**src/rtl/gardner_ted_iq.sv**
```systemverilog
// Complex Gardner timing-error detector: e = Re{(x[n-SPS] - x[n]) * conj(x[n-SPS/2])},
// three-stage pipeline with round/shift/saturate and a held valid/ready output.
module gardner_ted_iq #(
    parameter int SamplesPerSymbol = 4,
    parameter int InputLengthBits  = 12,
    parameter int OutputLengthBits = 16,
    parameter int ShiftBits        = 9,
    parameter int ModeIq           = 1
) (
    input  logic                        clk,
    input  logic                        rst_n,
    input  logic [InputLengthBits-1:0]  in_i,
    input  logic [InputLengthBits-1:0]  in_q,
    input  logic                        in_valid,
    input  logic                        trigger,
    output logic [OutputLengthBits-1:0] out,
    output logic                        out_valid,
    input  logic                        out_ready,
    input  logic                        clear,
    output logic                        sat,
    output logic                        overrun,
    output logic [7:0]                  overrun_count
);

    localparam int SPS = SamplesPerSymbol;
    localparam int W   = InputLengthBits;
    localparam int OL  = OutputLengthBits;
    localparam int PW  = 2 * W + 2;
    localparam int XW  = ((PW + 1 > OL) ? PW + 1 : OL) + 1;

    localparam logic signed [XW-1:0] RND     = (XW'(1) << ShiftBits) >> 1;
    localparam logic signed [XW-1:0] SAT_MAX = {{(XW-OL+1){1'b0}}, {(OL-1){1'b1}}};
    localparam logic signed [XW-1:0] SAT_MIN = ~SAT_MAX;
    localparam logic [OL-1:0]        OUT_MAX = {1'b0, {(OL-1){1'b1}}};
    localparam logic [OL-1:0]        OUT_MIN = {1'b1, {(OL-1){1'b0}}};

    if (SPS < 2 || (SPS % 2) != 0) begin : g_bad_sps
        $error("gardner_ted_iq: SamplesPerSymbol must be even and >= 2");
    end
    if (ShiftBits < 0 || ShiftBits > 2 * W + 1) begin : g_bad_shift
        $error("gardner_ted_iq: ShiftBits out of range 0..2W+1");
    end

    logic signed [W-1:0]   x_i, x_q;
    logic signed [W-1:0]   hist_i [SPS];
    logic signed [W-1:0]   hist_q [SPS];
    logic                  launch;
    logic                  v1, v2;
    logic signed [W:0]     d1_i, d1_q;
    logic signed [W-1:0]   m1_i, m1_q;
    logic signed [PW-1:0]  prod_i, prod_q, prod;
    logic signed [PW-1:0]  p2;
    logic signed [XW-1:0]  rnd;
    logic [OL-1:0]         res;
    logic                  clamp;
    logic                  ovr_evt;

    assign x_i    = in_i;
    assign x_q    = in_q;
    assign launch = in_valid & trigger;

    // hist[0] is x[n-1], hist[SPS-1] is x[n-SPS]
    always_ff @(posedge clk or negedge rst_n) begin
        if (!rst_n) begin
            for (int unsigned k = 0; k < SPS; k++) begin
                hist_i[k] <= '0;
                hist_q[k] <= '0;
            end
        end else if (in_valid) begin
            hist_i[0] <= x_i;
            hist_q[0] <= x_q;
            for (int unsigned k = 1; k < SPS; k++) begin
                hist_i[k] <= hist_i[k-1];
                hist_q[k] <= hist_q[k-1];
            end
        end
    end

    always_ff @(posedge clk or negedge rst_n) begin
        if (!rst_n) begin
            v1   <= 1'b0;
            d1_i <= '0;
            d1_q <= '0;
            m1_i <= '0;
            m1_q <= '0;
        end else begin
            v1 <= launch;
            if (launch) begin
                d1_i <= (W+1)'(hist_i[SPS-1]) - (W+1)'(x_i);
                d1_q <= (W+1)'(hist_q[SPS-1]) - (W+1)'(x_q);
                m1_i <= hist_i[SPS/2-1];
                m1_q <= hist_q[SPS/2-1];
            end
        end
    end

    always_comb begin
        prod_i = PW'(d1_i) * PW'(m1_i);
        prod_q = PW'(d1_q) * PW'(m1_q);
        prod   = (ModeIq != 0) ? prod_i + prod_q : prod_i;
    end

    always_ff @(posedge clk or negedge rst_n) begin
        if (!rst_n) begin
            v2 <= 1'b0;
            p2 <= '0;
        end else begin
            v2 <= v1;
            if (v1) p2 <= prod;
        end
    end

    // Round half toward +inf, then clamp to the output range
    always_comb begin
        rnd   = (XW'(p2) + RND) >>> ShiftBits;
        clamp = 1'b0;
        res   = rnd[OL-1:0];
        if (rnd > SAT_MAX) begin
            res   = OUT_MAX;
            clamp = 1'b1;
        end else if (rnd < SAT_MIN) begin
            res   = OUT_MIN;
            clamp = 1'b1;
        end
    end

    assign ovr_evt = v2 & out_valid & ~out_ready;

    always_ff @(posedge clk or negedge rst_n) begin
        if (!rst_n) begin
            out           <= '0;
            out_valid     <= 1'b0;
            sat           <= 1'b0;
            overrun       <= 1'b0;
            overrun_count <= '0;
        end else begin
            overrun <= ovr_evt;
            if (v2) begin
                out       <= res;
                out_valid <= 1'b1;
            end else if (out_valid && out_ready) begin
                out_valid <= 1'b0;
            end
            sat <= (v2 & clamp) | (sat & ~clear);
            if (ovr_evt) begin
                if (clear)                        overrun_count <= 8'd1;
                else if (overrun_count != 8'hFF)  overrun_count <= overrun_count + 8'd1;
            end else if (clear) begin
                overrun_count <= '0;
            end
        end
    end

endmodule
```
**config.mk**
```make
export PLATFORM = sky130hd
export DESIGN_NAME = gardner_ted_iq
export DESIGN_NICKNAME = d
export VERILOG_FILES = /design/src/rtl/gardner_ted_iq.sv
export SDC_FILE = /design/constraint.sdc
export NUM_CORES = 1
export LEC_CHECK = 0
export ABC_AREA = 1
export CORE_ASPECT_RATIO = 1.1
export CORE_MARGIN = 4
export CORE_UTILIZATION = 65
export CTS_BUF_LIST = sky130_fd_sc_hd__clkbuf_8
export DETAILED_ROUTE_END_ITERATION = 10
export PLACE_DENSITY = 0.83
export SLEW_MARGIN = 10
export SYNTH_ARGS = -nofsm -noshare
export SYNTH_HDL_FRONTEND = slang
export SYNTH_SLANG_ARGS = --single-unit
```
**constraint.sdc**
```tcl
create_clock -name clk -period 7.5 [get_ports clk]
set_input_delay 1.5 -clock clk [delete_from_list [all_inputs] [get_ports clk]]
set_output_delay 1.5 -clock clk [all_outputs]
set_load 0.01 [all_outputs]
```
==> summary.txt, run 1 <==
Run
  – Max Cap Viol: 0

Synthesis
  – Mapped Nets: 3039
  – Ys async rst share: 1.00
  – Largest area contributor in the netlist: fa_1
  – Synth warn: 0
  – Synth top area share: 0.325
  – Area contributors post-synth: fa_1 32%, dfrtp_1 23%, inv_1 12%, nand2_1 11%, ha_1 6.6%
  – Top FF cell, synth: dfrtp_1
  – Most common cell in the synthesized netlist: inv_1
  – Post-synth top cells: 654 x inv_1, 602 x nand2_1, 346 x fa_1
  – Seq/Total Area, Yosys: 0.226
  – Yosys cell types: 42
  – Cell area after synthesis: 21300 um2
  – Syn Inst Count: 2551
  – Flops & latches, synth: 193
  – Post-Syn Area per Cell: 8.36 um2
  – Number of enable flip-flop cells after synthesis: 0

Route
  – Post-route ant nets: 0
  – 1st-pass router iterations: 6
  – WL final: 51.6 mm
  – Initial DRC Count: 1081
  – Met1 WL: 19.4 mm
  – Top layer in use: met4
  – Metal2 WL: 26.3 mm
  – Number of remaining DRC errors: 0
  – DR vias: 16209
  – Avg Vias per Cell: 5.40
  – DR WL met3: 2.99 mm
  – Wirelength per Cell: 17.2 um

Setup path
  – Critical path depth: 22
  – CP max-delay cell: fa_1
  – Critical Path Fanout Max: 13
  – CP endpoint kind: flop
  – Cell mode on critical path: fa_1
  – Reg2reg path depth: 22
  – Worst setup endpoint: p2[25]
  – FF-to-FF End: p2[25]
  – Critical path arrival: 7240 ps
  – Startpoint Class: flop
  – CP cell instances: nand2_1 > inv_1 > fa_1 > fa_1 > inv_1 > fa_1 > inv_1 > fa_1 > fa_1 > fa_1 > inv_1 > fa_1 > inv_1 > ha_1 > a21oi_1 > o21ai_0 > a21oi_1 > nand2_1 > nor2_1 > nand3_1 > nand3_1 > nand2_1
  – Worst setup path class: reg -> reg
  – Crit-path max cell delay: 720 ps
  – Worst path bufs/invs: 5
  – Data required time of the worst path: 7920 ps
  – FF-to-FF setup slack: 680 ps
  – Crit-path leading delay family: adder cells
  – Worst setup path startpoint: d1_i[12]
  – FF-to-FF Start: d1_i[12]

Global route
  – First-pass GRT wire length: 86.5 mm
  – Global route overflow: 0
  – Tot GR Track Use: 0.306
  – Initial antenna violation count: 0
  – Largest net degree at the start of global routing: 113
  – Vias in the first global route: 17660

STA
  – Total negative setup slack: 0 ps
  – Slew Limit Fails: 0
  – Least-Margin Pin Slew: 986 ps
  – Final worst path period share: 0.909
  – Final hold viol count: 0
  – FMAX: 0.147 GHz
  – RSZ-0062 raised after global routing: no
  – Min Tclk post-route: 6820 ps
  – Setup WS post-layout: 680 ps
  – Setup violations, final: 0
  – Slew HR: 0.343
  – Fin Hold WS: 488 ps
  – Setup Skew: 19.3 ps

Finish
  – Diode count: 0
  – Share of cells above drive strength 1: 0.0485
  – # fillers: 2544
  – Final nets: 3050
  – Syn-to-layout area delta: 6.32%
  – Non-Filler Instances: 3001

Clocking
  – Worst-Skew Late Latency: 530 ps
  – Total CTS buffers: 17
  – Longest Clk Path Bufs: 2
  – CTS tree: yes
  – Reg clk slew, reported paths: 120 ps
  – CTS H-tree depth: 4
  – Post-cts resize count: 0
  – Setup Fix Bufs, Post-CTS: 0
  – CTS Hold Bufs: 0
  – CTS Root Cell: clkbuf_8
  – # clock sinks: 193

Die
  – # rows: 69
  – IO Pins: 57
  – Core Region: 32400 um2
  – Starting density of the core: 0.659
  – Die area: 35800 um2
  – Die height: 198 um
  – Die W: 181 um

Placed design
  – Detailed placement HPWL: 42.8 mm
  – Dpl cells: 2969
  – Pre-CTS setup slack: 741 ps
  – Port bufs: 56
  – Global placer's final weighted congestion: 0.989

Worst hold path
  – Hold WC Path Type: reg -> reg

Run status
  – Outcome: completed
[through the flow]
stage / utilization / instance area [um2]
after floorplan: - / 21300
after global placement: 0.687 / 22200
after detailed placement: 0.687 / 22200
after CTS: 0.700 / 22700
after global routing: 0.700 / 22700
final: 0.700 / 22700
[placed cells by master, fill, tap and decap left out, drive strengths merged, types with 3 or more instances in the layout]
cell,Yosys,routed
nor3,16,16
mux2,22,22
ha,112,112
nand3b,5,5
xnor2,16,16
xor2,19,19
inv,655,663
nand3,62,62
clkinv,0,6
nand4,16,16
nor4,4,4
clkbuf,79,18
dfrtp,193,193
o21ai,115,115
o21a,4,4
fa,346,346
nor2,131,131
a21o,4,4
buf,8,24
or2,11,11
a21oi,101,101
nand2,617,617
o21bai,3,3
a21boi,4,4
clkdlybuf4s50,0,54
[routing by layer]
metal  track usage  vias up
met3        0.0408      173
met5             0        -
li1              -     7505
met1         0.367     7949
met4         0.158        0
met2         0.543      582
[state kept, by name (all words and copies together), names as in the netlist]
| name | cells |
|---|---|
| overrun_count | 8 |
| p2 | 18 |
| d1_q | 13 |
| m1_q | 12 |
| overrun | 1 |
| hist_q | 48 |
| hist_i | 48 |
| v1 | 1 |
| out | 16 |
| m1_i | 12 |
| sat | 1 |
| d1_i | 13 |
| v2 | 1 |
| out_valid | 1 |
[worst reg2reg max path: cells and delay by family, from the launching register on]
family | cells | cell delay [ps]
DFF | 1 | 700
buffers and inverters | 5 | 530
adders and majority gates | 8 | 4150
and+or+nand+nor | 6 | 700
AOI/OAI and AO/OA | 3 | 630
[logic make-up after synthesis]
| logic type | after synthesis | synth area share |
|---|---|---|
| fa+ha+maj | 458 | 0.390 |
| compound gates | 238 | 0.0607 |
| xor+xnor | 35 | 0.0144 |
| mux | 22 | 0.0116 |
| flops | 193 | 0.226 |
| buf+inv | 742 | 0.132 |
| simple gates | 863 | 0.164 |
[cell type report]
class,count,area [um2],area share
Clock buffer,17,234,0.0103
Timing Repair Buffer,79,734,0.0324
Multi-Input combinational cell,1616,13700,0.604
Clock inverter,15,196,0.00866
Tap cell,426,533,0.0235
Inverter,655,2460,0.109
Sequential cell,193,4830,0.213
[worst min path at each step]
stage,start,to,slack [ps],depth (start not counted)
3_3_place_gp,hist_q[36],hist_q[24],460,2
2_1_floorplan,hist_i[36],hist_i[24],450,2
4_1_cts,sat,sat,500,2
3_5_place_dp,sat,sat,460,2
6_report,hist_i[40],hist_i[28],490,2
5_1_grt,sat,sat,510,2
Power of run 1 is not shown: default switching activity piles up to over one toggle a cycle in this logic, so the estimate is an artifact.
==> run 2, diff against run 1 <==
--- a/config.mk
+++ b/config.mk
@@ -10,6 +10,7 @@
 export CORE_MARGIN = 4
 export CORE_UTILIZATION = 65
 export CTS_BUF_LIST = sky130_fd_sc_hd__clkbuf_8
+export CTS_CLUSTER_DIAMETER = 50
 export DETAILED_ROUTE_END_ITERATION = 10
 export PLACE_DENSITY = 0.83
 export SLEW_MARGIN = 10
==> results of run 2 <==
Final layout, timing and power as in run 1 (identical DEF).
Power of run 2 is left out for the same reason.
==> run 3, diff against run 2 <==
--- a/config.mk
+++ b/config.mk
@@ -7,7 +7,6 @@
 export LEC_CHECK = 0
 export ABC_AREA = 1
 export CORE_ASPECT_RATIO = 1.1
-export CORE_MARGIN = 4
 export CORE_UTILIZATION = 65
 export CTS_BUF_LIST = sky130_fd_sc_hd__clkbuf_8
 export CTS_CLUSTER_DIAMETER = 50
==> summary.txt, run 3 (synthesized netlist as in run 1, its figures left out) <==
Global route
  – Largest net degree at the start of global routing: 126
  – Global route overflow: 0
  – Vias in the first global route: 16742
  – First-pass GRT wire length: 82.4 mm
  – Tot GR Track Use: 0.320
  – Initial antenna violation count: 0

Setup path
  – Startpoint Class: flop
  – CP cell instances: nand2_1 > inv_1 > fa_1 > inv_1 > fa_1 > inv_1 > fa_1 > fa_1 > fa_1 > fa_1 > inv_1 > fa_1 > inv_1 > ha_1 > a21oi_1 > nor2_1 > nor2_1 > nand2_1 > inv_1 > nand2_1 > or2_2 > nand3_1 > o21ai_0
  – Data required time of the worst path: 7880 ps
  – Critical path arrival: 7040 ps
  – Critical Path Fanout Max: 14
  – Crit-path leading delay family: adder cells
  – CP endpoint kind: flop
  – Worst path bufs/invs: 6
  – Worst setup path class: reg -> reg
  – CP max-delay cell: fa_1
  – Crit-path max cell delay: 870 ps
  – Cell mode on critical path: fa_1

Finish
  – Share of cells above drive strength 1: 0.0452
  – Final core occ: 0.700
  – # fillers: 2523
  – Syn-to-layout area delta: 6.00%
  – Most frequent cells in the layout: 654 x inv_1, 601 x nand2_1, 346 x fa_1
  – Commonest non-fill, non-tap cell in the layout: inv_1
  – Non-Filler Instances: 2992
  – Final nets: 3041
  – Diode count: 0
  – Top flop regs: hist_i x48, hist_q x48, p2 x18

STA
  – Total negative setup slack: 0 ps
  – Setup Skew: 19.3 ps
  – RSZ-0062 raised after global routing: no
  – Final worst path period share: 0.889
  – Final hold viol count: 0
  – FMAX: 0.150 GHz
  – Slew HR: 0.273
  – Min Tclk post-route: 6670 ps
  – Least-Margin Pin Slew: 1090 ps
  – Slew Limit Fails: 0
  – Setup WS post-layout: 834 ps
  – Setup violations, final: 0

Clocking
  – CTS Root Cell: clkbuf_8
  – CTS tree: yes
  – CTS Hold Bufs: 0
  – Post-cts resize count: 0
  – # clock sinks: 193
  – Reg clk slew, reported paths: 130 ps
  – Setup Fix Bufs, Post-CTS: 0
  – Longest Clk Path Bufs: 2
  – Total CTS buffers: 17
  – Worst-Skew Late Latency: 520 ps
  – CTS H-tree depth: 4

Run status
  – Outcome: completed

Die
  – Die area: 33500 um2
  – Core Region: 32300 um2
  – Die W: 175 um
  – IO Pins: 57
  – Starting density of the core: 0.661
  – Die height: 192 um
  – # rows: 69

Route
  – Number of remaining DRC errors: 0
  – 1st-pass router iterations: 6
  – Met1 WL: 19.4 mm
  – Post-route ant nets: 0
  – Wirelength per Cell: 16.8 um
  – WL final: 50.1 mm
  – Avg Vias per Cell: 5.36
  – Metal2 WL: 25.7 mm
  – DR WL met3: 2.85 mm
  – Initial DRC Count: 914
  – DR vias: 16036
  – Top layer in use: met4

Worst hold path
  – Hold WC Path Type: reg -> reg

Placed design
  – Dpl cells: 2960
  – Detailed placement HPWL: 41.0 mm
  – Pre-CTS setup slack: 813 ps
  – Global placer's final weighted congestion: 0.911
  – Port bufs: 56

Run
  – Max Cap Viol: 0
[run 3: changes by cell type in the layout (fill, tap and decap cells not counted), sizes merged]
| cell | previous run | this run |
|---|---|---|
| inv | 663 | 660 |
| clkinv | 6 | 8 |
| clkbuf | 18 | 19 |
| buf | 24 | 15 |
[run 3: metal layers]
layer,global-route usage,vias up
li1,-,7472
met1,0.383,7918
met2,0.569,514
met3,0.0501,132
met4,0.151,0
met5,0,-
[run 3: path summary, 6_finish.rpt]
| path | start | endpoint | slack (ps) | cells past startpoint |
|---|---|---|---|---|
| setup / recovery | m1_q[0] | p2[17] | 830 | 23 |
| hold / removal | hist_i[42] | hist_i[30] | 500 | 2 |
| setup reg to reg | m1_q[0] | p2[17] | 830 | 23 |
| hold reg to reg | hist_i[42] | hist_i[30] | 500 | 2 |
| max in group asynchronous | rst_n | d1_q[6] | 4810 | 2 |
| min in group asynchronous | rst_n | overrun_count[7] | 1100 | 1 |
[run 3: layout make-up]
| cell class | count | area, um2 | share of cell area |
|---|---|---|---|
| clock buffers | 18 | 248 | 0.0110 |
| clock inverters | 14 | 181 | 0.00802 |
| well taps | 426 | 533 | 0.0236 |
| multi-input cells | 1616 | 13700 | 0.605 |
| repair buffers | 70 | 667 | 0.0295 |
| inverters | 655 | 2460 | 0.109 |
| flip-flops and latches | 193 | 4830 | 0.214 |
[run 3: through the flow]
step	hold slack, ps	area [um2]
6_report	497	22600
5_1_grt	520	22600
4_1_cts	498	22600
3_5_place_dp	471	22200
3_3_place_gp	461	22200
2_1_floorplan	449	21300
[run 3: worst reg2reg max path, stage by stage (launching register included)]
cell and delay (ps):
dfrtp_1 590, nand2_1 220, inv_1 100, fa_1 870, inv_1 120, fa_1 500
inv_1 60, fa_1 520, fa_1 460, fa_1 530, fa_1 540, inv_1 50
fa_1 530, inv_1 40, ha_1 350, a21oi_1 200, nor2_1 60, nor2_1 180
nand2_1 100, inv_1 60, nand2_1 50, or2_2 270, nand3_1 60, o21ai_0 90
Power of run 3 is left out for the same reason.
